### src/rtl/int_to_float_if.sv
// Streaming handshake bundle for the integer-to-float converter.
// The master drives input data and downstream ready; the slave is the converter.
interface int_to_float_if #(
    parameter int unsigned IN_WIDTH = 8
);
    logic                in_valid;
    logic                in_ready;
    logic [IN_WIDTH-1:0] in_data;
    logic                out_valid;
    logic                out_ready;
    logic [31:0]         out_float;
    logic                out_inexact;

    modport master (
        output in_valid,
        output in_data,
        output out_ready,
        input  in_ready,
        input  out_valid,
        input  out_float,
        input  out_inexact
    );

    modport slave (
        input  in_valid,
        input  in_data,
        input  out_ready,
        output in_ready,
        output out_valid,
        output out_float,
        output out_inexact
    );
endinterface

### src/rtl/int_to_float_pipe.sv
// Three-stage integer to IEEE754 single-precision converter with round-to-nearest-even,
// inexact flag and a global-stall valid/ready pipeline.
module int_to_float_pipe #(
    parameter int unsigned IN_WIDTH = 8,
    parameter bit          SIGNED   = 1'b0
) (
    input logic           clk,
    input logic           rst,
    int_to_float_if.slave bus
);
    localparam int unsigned W     = IN_WIDTH;
    localparam int          Wi    = int'(IN_WIDTH);
    localparam bit          Exact = SIGNED ? (W <= 25) : (W <= 24);
    localparam logic [W-1:0] OneW = {{(W-1){1'b0}}, 1'b1};

    logic         enable;

    logic         s1_valid_q, s1_valid_d;
    logic         s1_sign_q, s1_sign_d;
    logic         s1_zero_q, s1_zero_d;
    logic [W-1:0] s1_mag_q, s1_mag_d;

    logic         s2_valid_q, s2_valid_d;
    logic         s2_sign_q, s2_sign_d;
    logic         s2_zero_q, s2_zero_d;
    logic [5:0]   s2_pos_q, s2_pos_d;
    logic [W-1:0] s2_norm_q, s2_norm_d;

    logic         out_valid_q, out_valid_d;
    logic [31:0]  out_float_q, out_float_d;
    logic         out_inexact_q, out_inexact_d;

    logic [5:0]   lod_pos;
    logic [63:0]  norm_ext;
    logic [23:0]  sig;
    logic         guard;
    logic         sticky;
    logic         round_up;
    logic [24:0]  sig_rnd;
    logic [7:0]   exp_biased;
    logic [22:0]  fraction;
    logic [31:0]  packed_float;

    // Single stall signal shared by every stage; bubbles move with the pipe.
    assign enable       = !out_valid_q || bus.out_ready;
    assign bus.in_ready = enable;

    assign bus.out_valid   = out_valid_q;
    assign bus.out_float   = out_float_q;
    assign bus.out_inexact = out_inexact_q;

    always_comb begin
        s1_valid_d = s1_valid_q;
        s1_sign_d  = s1_sign_q;
        s1_zero_d  = s1_zero_q;
        s1_mag_d   = s1_mag_q;
        if (enable) begin
            s1_valid_d = bus.in_valid;
            s1_sign_d  = SIGNED ? bus.in_data[W-1] : 1'b0;
            s1_zero_d  = (bus.in_data == '0);
            // W-bit negate: the most negative value maps onto 2^(W-1) unchanged.
            s1_mag_d   = s1_sign_d ? (~bus.in_data + OneW) : bus.in_data;
        end
    end

    always_comb begin
        lod_pos = '0;
        for (int i = 0; i < Wi; i++) begin
            if (s1_mag_q[i]) begin
                lod_pos = 6'(i);
            end
        end
    end

    always_comb begin
        s2_valid_d = s2_valid_q;
        s2_sign_d  = s2_sign_q;
        s2_zero_d  = s2_zero_q;
        s2_pos_d   = s2_pos_q;
        s2_norm_d  = s2_norm_q;
        if (enable) begin
            s2_valid_d = s1_valid_q;
            s2_sign_d  = s1_sign_q;
            s2_zero_d  = s1_zero_q;
            s2_pos_d   = lod_pos;
            s2_norm_d  = s1_mag_q << (6'(W - 1) - lod_pos);
        end
    end

    // Leading one lands at bit 63; narrow inputs leave constant-zero guard/sticky bits.
    always_comb begin
        norm_ext   = {s2_norm_q, {(64 - W){1'b0}}};
        sig        = norm_ext[63:40];
        guard      = Exact ? 1'b0 : norm_ext[39];
        sticky     = Exact ? 1'b0 : |norm_ext[38:0];
        round_up   = guard && (sticky || sig[0]);
        sig_rnd    = {1'b0, sig} + {24'd0, round_up};
        exp_biased = {2'b00, s2_pos_q} + 8'd127 + {7'd0, sig_rnd[24]};
        fraction   = sig_rnd[24] ? sig_rnd[23:1] : sig_rnd[22:0];
        if (s2_zero_q) begin
            packed_float = 32'h0000_0000;
        end else begin
            packed_float = {s2_sign_q, exp_biased, fraction};
        end
    end

    always_comb begin
        out_valid_d   = out_valid_q;
        out_float_d   = out_float_q;
        out_inexact_d = out_inexact_q;
        if (enable) begin
            out_valid_d = s2_valid_q;
            if (s2_valid_q) begin
                out_float_d   = packed_float;
                out_inexact_d = !s2_zero_q && (guard || sticky);
            end
        end
    end

    always_ff @(posedge clk) begin
        if (rst) begin
            s1_valid_q    <= 1'b0;
            s1_sign_q     <= 1'b0;
            s1_zero_q     <= 1'b0;
            s1_mag_q      <= '0;
            s2_valid_q    <= 1'b0;
            s2_sign_q     <= 1'b0;
            s2_zero_q     <= 1'b0;
            s2_pos_q      <= '0;
            s2_norm_q     <= '0;
            out_valid_q   <= 1'b0;
            out_float_q   <= '0;
            out_inexact_q <= 1'b0;
        end else begin
            s1_valid_q    <= s1_valid_d;
            s1_sign_q     <= s1_sign_d;
            s1_zero_q     <= s1_zero_d;
            s1_mag_q      <= s1_mag_d;
            s2_valid_q    <= s2_valid_d;
            s2_sign_q     <= s2_sign_d;
            s2_zero_q     <= s2_zero_d;
            s2_pos_q      <= s2_pos_d;
            s2_norm_q     <= s2_norm_d;
            out_valid_q   <= out_valid_d;
            out_float_q   <= out_float_d;
            out_inexact_q <= out_inexact_d;
        end
    end
endmodule

### src/flat_wrapper.sv
// flat-port wrapper written by rule: the top's interface ports become plain ports
module int_to_float_pipe_flat 
#(
    parameter int unsigned IN_WIDTH = 8,
    parameter bit          SIGNED   = 1'b0
)
  (clk, rst, bus_in_valid, bus_in_data, bus_out_ready, bus_in_ready, bus_out_valid, bus_out_float, bus_out_inexact);
  int_to_float_if #(.IN_WIDTH(IN_WIDTH)) bus_i ();
  input logic clk;
  input logic rst;
  input wire logic [$bits(bus_i.in_valid)-1:0] bus_in_valid;
  input wire logic [$bits(bus_i.in_data)-1:0] bus_in_data;
  input wire logic [$bits(bus_i.out_ready)-1:0] bus_out_ready;
  output wire logic [$bits(bus_i.in_ready)-1:0] bus_in_ready;
  output wire logic [$bits(bus_i.out_valid)-1:0] bus_out_valid;
  output wire logic [$bits(bus_i.out_float)-1:0] bus_out_float;
  output wire logic [$bits(bus_i.out_inexact)-1:0] bus_out_inexact;
  assign bus_i.in_valid = bus_in_valid;
  assign bus_i.in_data = bus_in_data;
  assign bus_i.out_ready = bus_out_ready;
  assign bus_in_ready = bus_i.in_ready;
  assign bus_out_valid = bus_i.out_valid;
  assign bus_out_float = bus_i.out_float;
  assign bus_out_inexact = bus_i.out_inexact;
  int_to_float_pipe #(.IN_WIDTH(IN_WIDTH), .SIGNED(SIGNED)) u_core (.clk(clk), .rst(rst), .bus(bus_i));
endmodule
### config.mk
export PLATFORM = sky130hd
export DESIGN_NAME = int_to_float_pipe_flat
export DESIGN_NICKNAME = d
export VERILOG_FILES = /design/src/rtl/int_to_float_if.sv /design/src/rtl/int_to_float_pipe.sv /design/src/flat_wrapper.sv
export SDC_FILE = /design/constraint.sdc
export NUM_CORES = 1
export LEC_CHECK = 0
export CORE_MARGIN = 2
export CORE_UTILIZATION = 50
export DETAILED_ROUTE_END_ITERATION = 10
export DONT_BUFFER_PORTS = 1
export GPL_TIMING_DRIVEN = 0
export PLACE_DENSITY_LB_ADDON = 0.1
export RECOVER_POWER = 100
export SYNTH_ARGS = -nofsm -noshare
export SYNTH_HDL_FRONTEND = slang
export SYNTH_SLANG_ARGS = --single-unit
### constraint.sdc
create_clock -name clk -period 2.8 [get_ports clk]
set_input_delay 0.42 -clock clk [delete_from_list [all_inputs] [get_ports clk]]
set_output_delay 0.42 -clock clk [all_outputs]
set_load 0.01 [all_outputs]
; After elaboration in Yosys (flattened, before gate mapping)
; Cells that the tools add are included.
[op_classes]
add_sub_neg = 2
shift = 1
mux = 8
reduce_logical = 4
[op_table]
columns = op, n
row1 = 31-bit 2-to-1 mux, 1
row2 = 3-bit 2-to-1 mux, 4
row3 = 6-bit by 7-bit adder with 8-bit output (second input constant), 1
row4 = 8-bit logical NOT, 1
row5 = 8-bit by 6-bit << shifter with 7-bit output, 1
row6 = 2-bit 2-to-1 mux, 2
row7 = 3-bit by 3-bit subtractor with 4-bit output (first input constant), 1
row8 = 2-bit AND reduction, 1
row9 = 1-bit logical NOT, 1
row10 = 1-bit logical OR, 1
row11 = 1-bit 2-to-1 mux, 1
[totals]
regBits = 58
in_bits = 12
out_inout_bits = 35
word_cells = 24

; Depth between registers and ports, before layout
[logic_depth]
word_depth = 9
depth_mapped = 8
ltp_nobuf = 6

; Least setup slack after synthesis
; OpenSTA, ideal clock, no wires.
[synth_timing]
kind = register to register
startpoint = register u_core.s1_mag_q[6]
endpoint = register u_core.s2_norm_q[6]
setup_time_ps = 96
arrival_ps = 1352
t_required_ps = 2704
slack_ps = 1352
stages_incl_launch_ff = 7
path_buffers = 1
synth_period_minus_slack_ps = 1448
cell_sequence = dfxtp_1 -> buf_6 -> nor2_1 -> o21ai_2 -> nand2_1 -> mux2_4 -> o41ai_2
[synth_via]
elab_chain_cells = 4
[synth_lines]
columns = element, line
row1 = from (decl), int_to_float_pipe.sv:21  ; logic [W-1:0] s1_mag_q, s1_mag_d;
row2 = from (signal assigned), int_to_float_pipe.sv:138  ; s1_mag_q <= s1_mag_d;
row3 = 3-bit 2-to-1 mux (2 in a row), int_to_float_pipe.sv:69  ; if (s1_mag_q[i]) begin
row4 = 3-bit by 3-bit subtractor with 4-bit output, int_to_float_pipe.sv:86  ; s2_norm_d = s1_mag_q << (6'(W - 1) - lod_pos);
row5 = 8-bit by 6-bit << shifter with 7-bit output *, int_to_float_pipe.sv:86
row6 = to (signal assigned), int_to_float_pipe.sv:143  ; s2_norm_q <= s2_norm_d;
row7 = to (decl), int_to_float_pipe.sv:27  ; logic [W-1:0] s2_norm_q, s2_norm_d;
; Every way passes the cells marked *; elsewhere a longest branch is shown, timed or not.
; A chain may end at the register's enable or synchronous reset.

; Final worst setup path
[layout_timing]
startpoint = register u_core.out_valid_q (netlist: u_core.bus.out_valid)
endpoint = output bus_in_ready
[layout_via]
elab_chain_cells = 2
[layout_lines]
columns = element, line
row1 = from (decl), int_to_float_pipe.sv:29  ; logic out_valid_q, out_valid_d;
row2 = from (signal assigned), int_to_float_pipe.sv:144  ; out_valid_q <= out_valid_d;
row3 = 1-bit logical NOT, int_to_float_pipe.sv:45  ; assign enable = !out_valid_q || bus.out_ready;
row4 = 1-bit logical OR, int_to_float_pipe.sv:45
row5 = to (decl), flat_wrapper.sv:14  ; output wire logic [$bits(bus_i.in_ready)-1:0] bus_in_ready;
; No other way between the ends.

==> results by group <==
Drt
  • Via count: 1507
  • Vias per inst: 4.99
  • Final wirelength: 3810 um
  • 1st-iter DRT viols: 64
  • Routed len/inst: 12.6 um
  • Drt pass-1 iters: 4
  • Residual DRC: 0
  • Antenna viol nets, final: 0

Die
  • Die span in x: 64.1 um
  • Core ar.: 3420 sq um
  • Die height: 64.1 um
  • Die area: 4110 sq um
  • Std cell rows: 21
  • I/O pin count: 47
  • Initial core utilization: 52.9%

Clocking
  • Root Driver: clkbuf_4
  • CTS tree: built
  • Postcts setup bufs: 0
  • Worst-Skew Late Latency: 340 ps
  • Clock-pin slew on the worst setup and hold paths: 110 ps
  • CTS H-tree lvls: 2
  • CTS Buf Count: 5
  • Clock Sinks: 36
  • Post-cts sizing count: 0
  • Hold buffers post-CTS: 0
  • Buffer levels on the longest clock path: 2

Layout
  • Nets@finish: 269
  • Layout area overhead: 9.56%
  • Share of cells above drive strength 1: 14.5%
  • Ant. Diodes: 0
  • Commonest non-fill, non-tap cell in the layout: dfxtp_1
  • Non-filler cells, final: 302
  • Most frequent cells in the layout: dfxtp_1 (36), nand2_1 (32), a21oi_1 (29), nor2_1 (24)

Yosys
  • Synthesized instance count: 231
  • Synth warnings: 0
  • Top cell type's share of synthesized area: 39.9%
  • Syn_area_per_cell: 7.82 sq um
  • Synth top area cells: dfxtp_1 (40%), buf_4 (8.3%), a21oi_1 (8.0%), nand2_1 (6.6%), nor2_1 (5.0%)
  • Seq cells post-synth: 36
  • Synth Cell Area: 1810 sq um
  • Post-synth cell types: 42
  • Sequential area share after synthesis: 39.9%
  • Post-synth top area cell: dfxtp_1

Timing
  • Final period util: 73.5%
  • Layout Skew: 7.79 ps
  • Hold WS: 212 ps
  • RSZ-0062 raised after global routing: false
  • Final hold vios: 0
  • Worst slew pin tran: 534 ps
  • Max-slew violations: 0
  • Setup TNS: 0 ps
  • FMAX: 486 MHz
  • # setup viols final: 0
  • Final WS setup: 742 ps
  • Slew margin rel.: 64.4%
  • Minimum clock period after layout: 2060 ps

Setup path
  • Worst reg2reg path depth: 8
  • CP endpoint kind: output port
  • Crit Path Max Fanout: 10
  • Critical Path AT: 1640 ps
  • R2r endpoint: u_core.bus.out_float[21]
  • Critical path class: reg2out
  • Critical path startpoint category: register
  • R2R setup slack: 820 ps
  • Worst Path Required: 2380 ps
  • Worst r2r src: u_core.bus.out_valid

Pwr
  • Leak: 0.000808 uW
  • Total Power: 1020 uW
  • Maximum vdd drop: 0.265 mV
  • PD cells: 514 nW/um^2

Global route
  • Vias in the first global route: 1472
  • GR Overflow Total: 0
  • First-pass GRT wire length: 6560 um
  • GRT busiest layer: met2
  • Initial antenna violation count: 0
  • Grt met1 use: 26.7%
  • Routing usage on met3: 7.39%
  • Pin count of the biggest net entering global routing: 12
  • Met2 global-route usage: 32.6%
  • Tot GR Track Use: 20.7%

Job
  • Maxcap violations: 0

Place
  • Routability Congestion: 0.908
  • Placement Setup Slack: 1170 ps
  • Hpwl dp: 2890 um
  • Placed Cells: 294
  • IO Port Bufs: 0

Hold path
  • Hold depth: 2
  • Hold EP: u_core.s1_mag_q[7]
  • Worst Hold Class: in2reg
  • HP Start: bus_in_data[7]

Run status
  • Status: finished clean
-- metrics by stage --
step | util (%) | cell area, sq um
finish | 57.9 | 1980
global route | 57.9 | 1980
CTS | 58.3 | 1990
detailed placement | 56.4 | 1930
floorplan | - | 1870
global placement | 56.4 | 1930
-- layout make-up --
type | instances | area, sq um
Sequential cell | 36 | 721
Buffer | 36 | 213
Tap cell | 46 | 57.6
Multi-Input combinational cell | 168 | 896
Clock inverter | 1 | 7.51
Fill cell | 351 | 1440
Inverter | 8 | 30.0
Clock buffer | 7 | 55.1
-- flip-flops by register name, indices dropped and copies added (netlist names) --
| register | cells |
|---|---|
| u_core.s2_valid_q | 1 |
| u_core.s2_norm_q | 7 |
| u_core.s2_zero_q | 1 |
| u_core.s2_pos_q | 3 |
| u_core.s1_zero_q | 1 |
| u_core.bus.out_valid | 1 |
| u_core.bus.out_float | 13 |
| u_core.s1_mag_q | 8 |
| u_core.s1_valid_q | 1 |
-- logic make-up (layout without fill, tap and decap cells) --
family / Yosys count / in the layout / share of synthesized area (%)
and+or+nand+nor: 93 / 93 / 24.8
AOI/OAI and AO/OA: 54 / 54 / 18.8
buffers and inverters: 44 / 52 / 14.1
DFF: 36 / 36 / 39.9
adders and majority gates: 2 / 2 / 1.38
other: 1 / 18 / 0.208
muxes: 1 / 1 / 0.831
-- critical path: stages, from the launching register on --
cell and delay (ps):
dfxtp_1 390, nor2b_1 150, clkbuf_1 300, inv_1 160, clkbuf_1 290
-- routing by layer --
metal | wire length, um | share of wire (%) | up-vias
li1 | - | - | 792
met1 | 1890 | 50 | 666
met2 | 1630 | 43 | 44
met3 | 240 | 6.3 | 5
met4 | 49 | 1.3 | 0
met5 | 0 | 0 | -
-- power breakdown --
part	switching, uW	leakage (uW)	internal (uW)
clock network	172	0.0000315	123
registers	24.6	0.000295	537
logic	89.7	0.000482	69.7
total	287	0.000808	730
-- worst max-delay path by stage --
stage | start | endpoint | slack (ps) | depth (start not counted)
floorplan | u_core.s1_mag_q[6] | u_core.s2_norm_q[6] | 1350 | 6
global placement | bus_out_ready | u_core.bus.out_float[21] | 1190 | 8
detailed placement | bus_out_ready | u_core.bus.out_float[21] | 1170 | 8
CTS | u_core.bus.out_valid | bus_in_ready | 840 | 4
global route | u_core.bus.out_valid | bus_in_ready | 570 | 4
finish | u_core.bus.out_valid | bus_in_ready | 740 | 4
-- synthesized netlist by cell type --
cell type / count
dfxtp_1: 36
nand2_1: 32
a21oi_1: 29
nor2_1: 24
buf_4: 20
clkbuf_1: 8
nor3_1: 8
nor3b_1: 8
inv_1: 7
nor2b_1: 6
buf_2: 5
nand3_1: 5
o21ai_0: 5
a211oi_1: 3
nor4_1: 3
a22oi_1: 2
a2bb2oi_1: 2
a31oi_1: 2
buf_1: 2
ha_1: 2
a21boi_0: 1
a221oi_1: 1
a311o_1: 1
a41oi_1: 1
and2b_2: 1
buf_6: 1
conb_1: 1
inv_2: 1
mux2_4: 1
nand2b_1: 1
nand4_1: 1
nor2_2: 1
nor2_4: 1
o211ai_1: 1
o21ai_1: 1
o21ai_2: 1
o2bb2ai_1: 1
o31a_1: 1
o31ai_2: 1
o41ai_2: 1
or2_2: 1
or4_4: 1
Power figures use the tool's default switching activity.
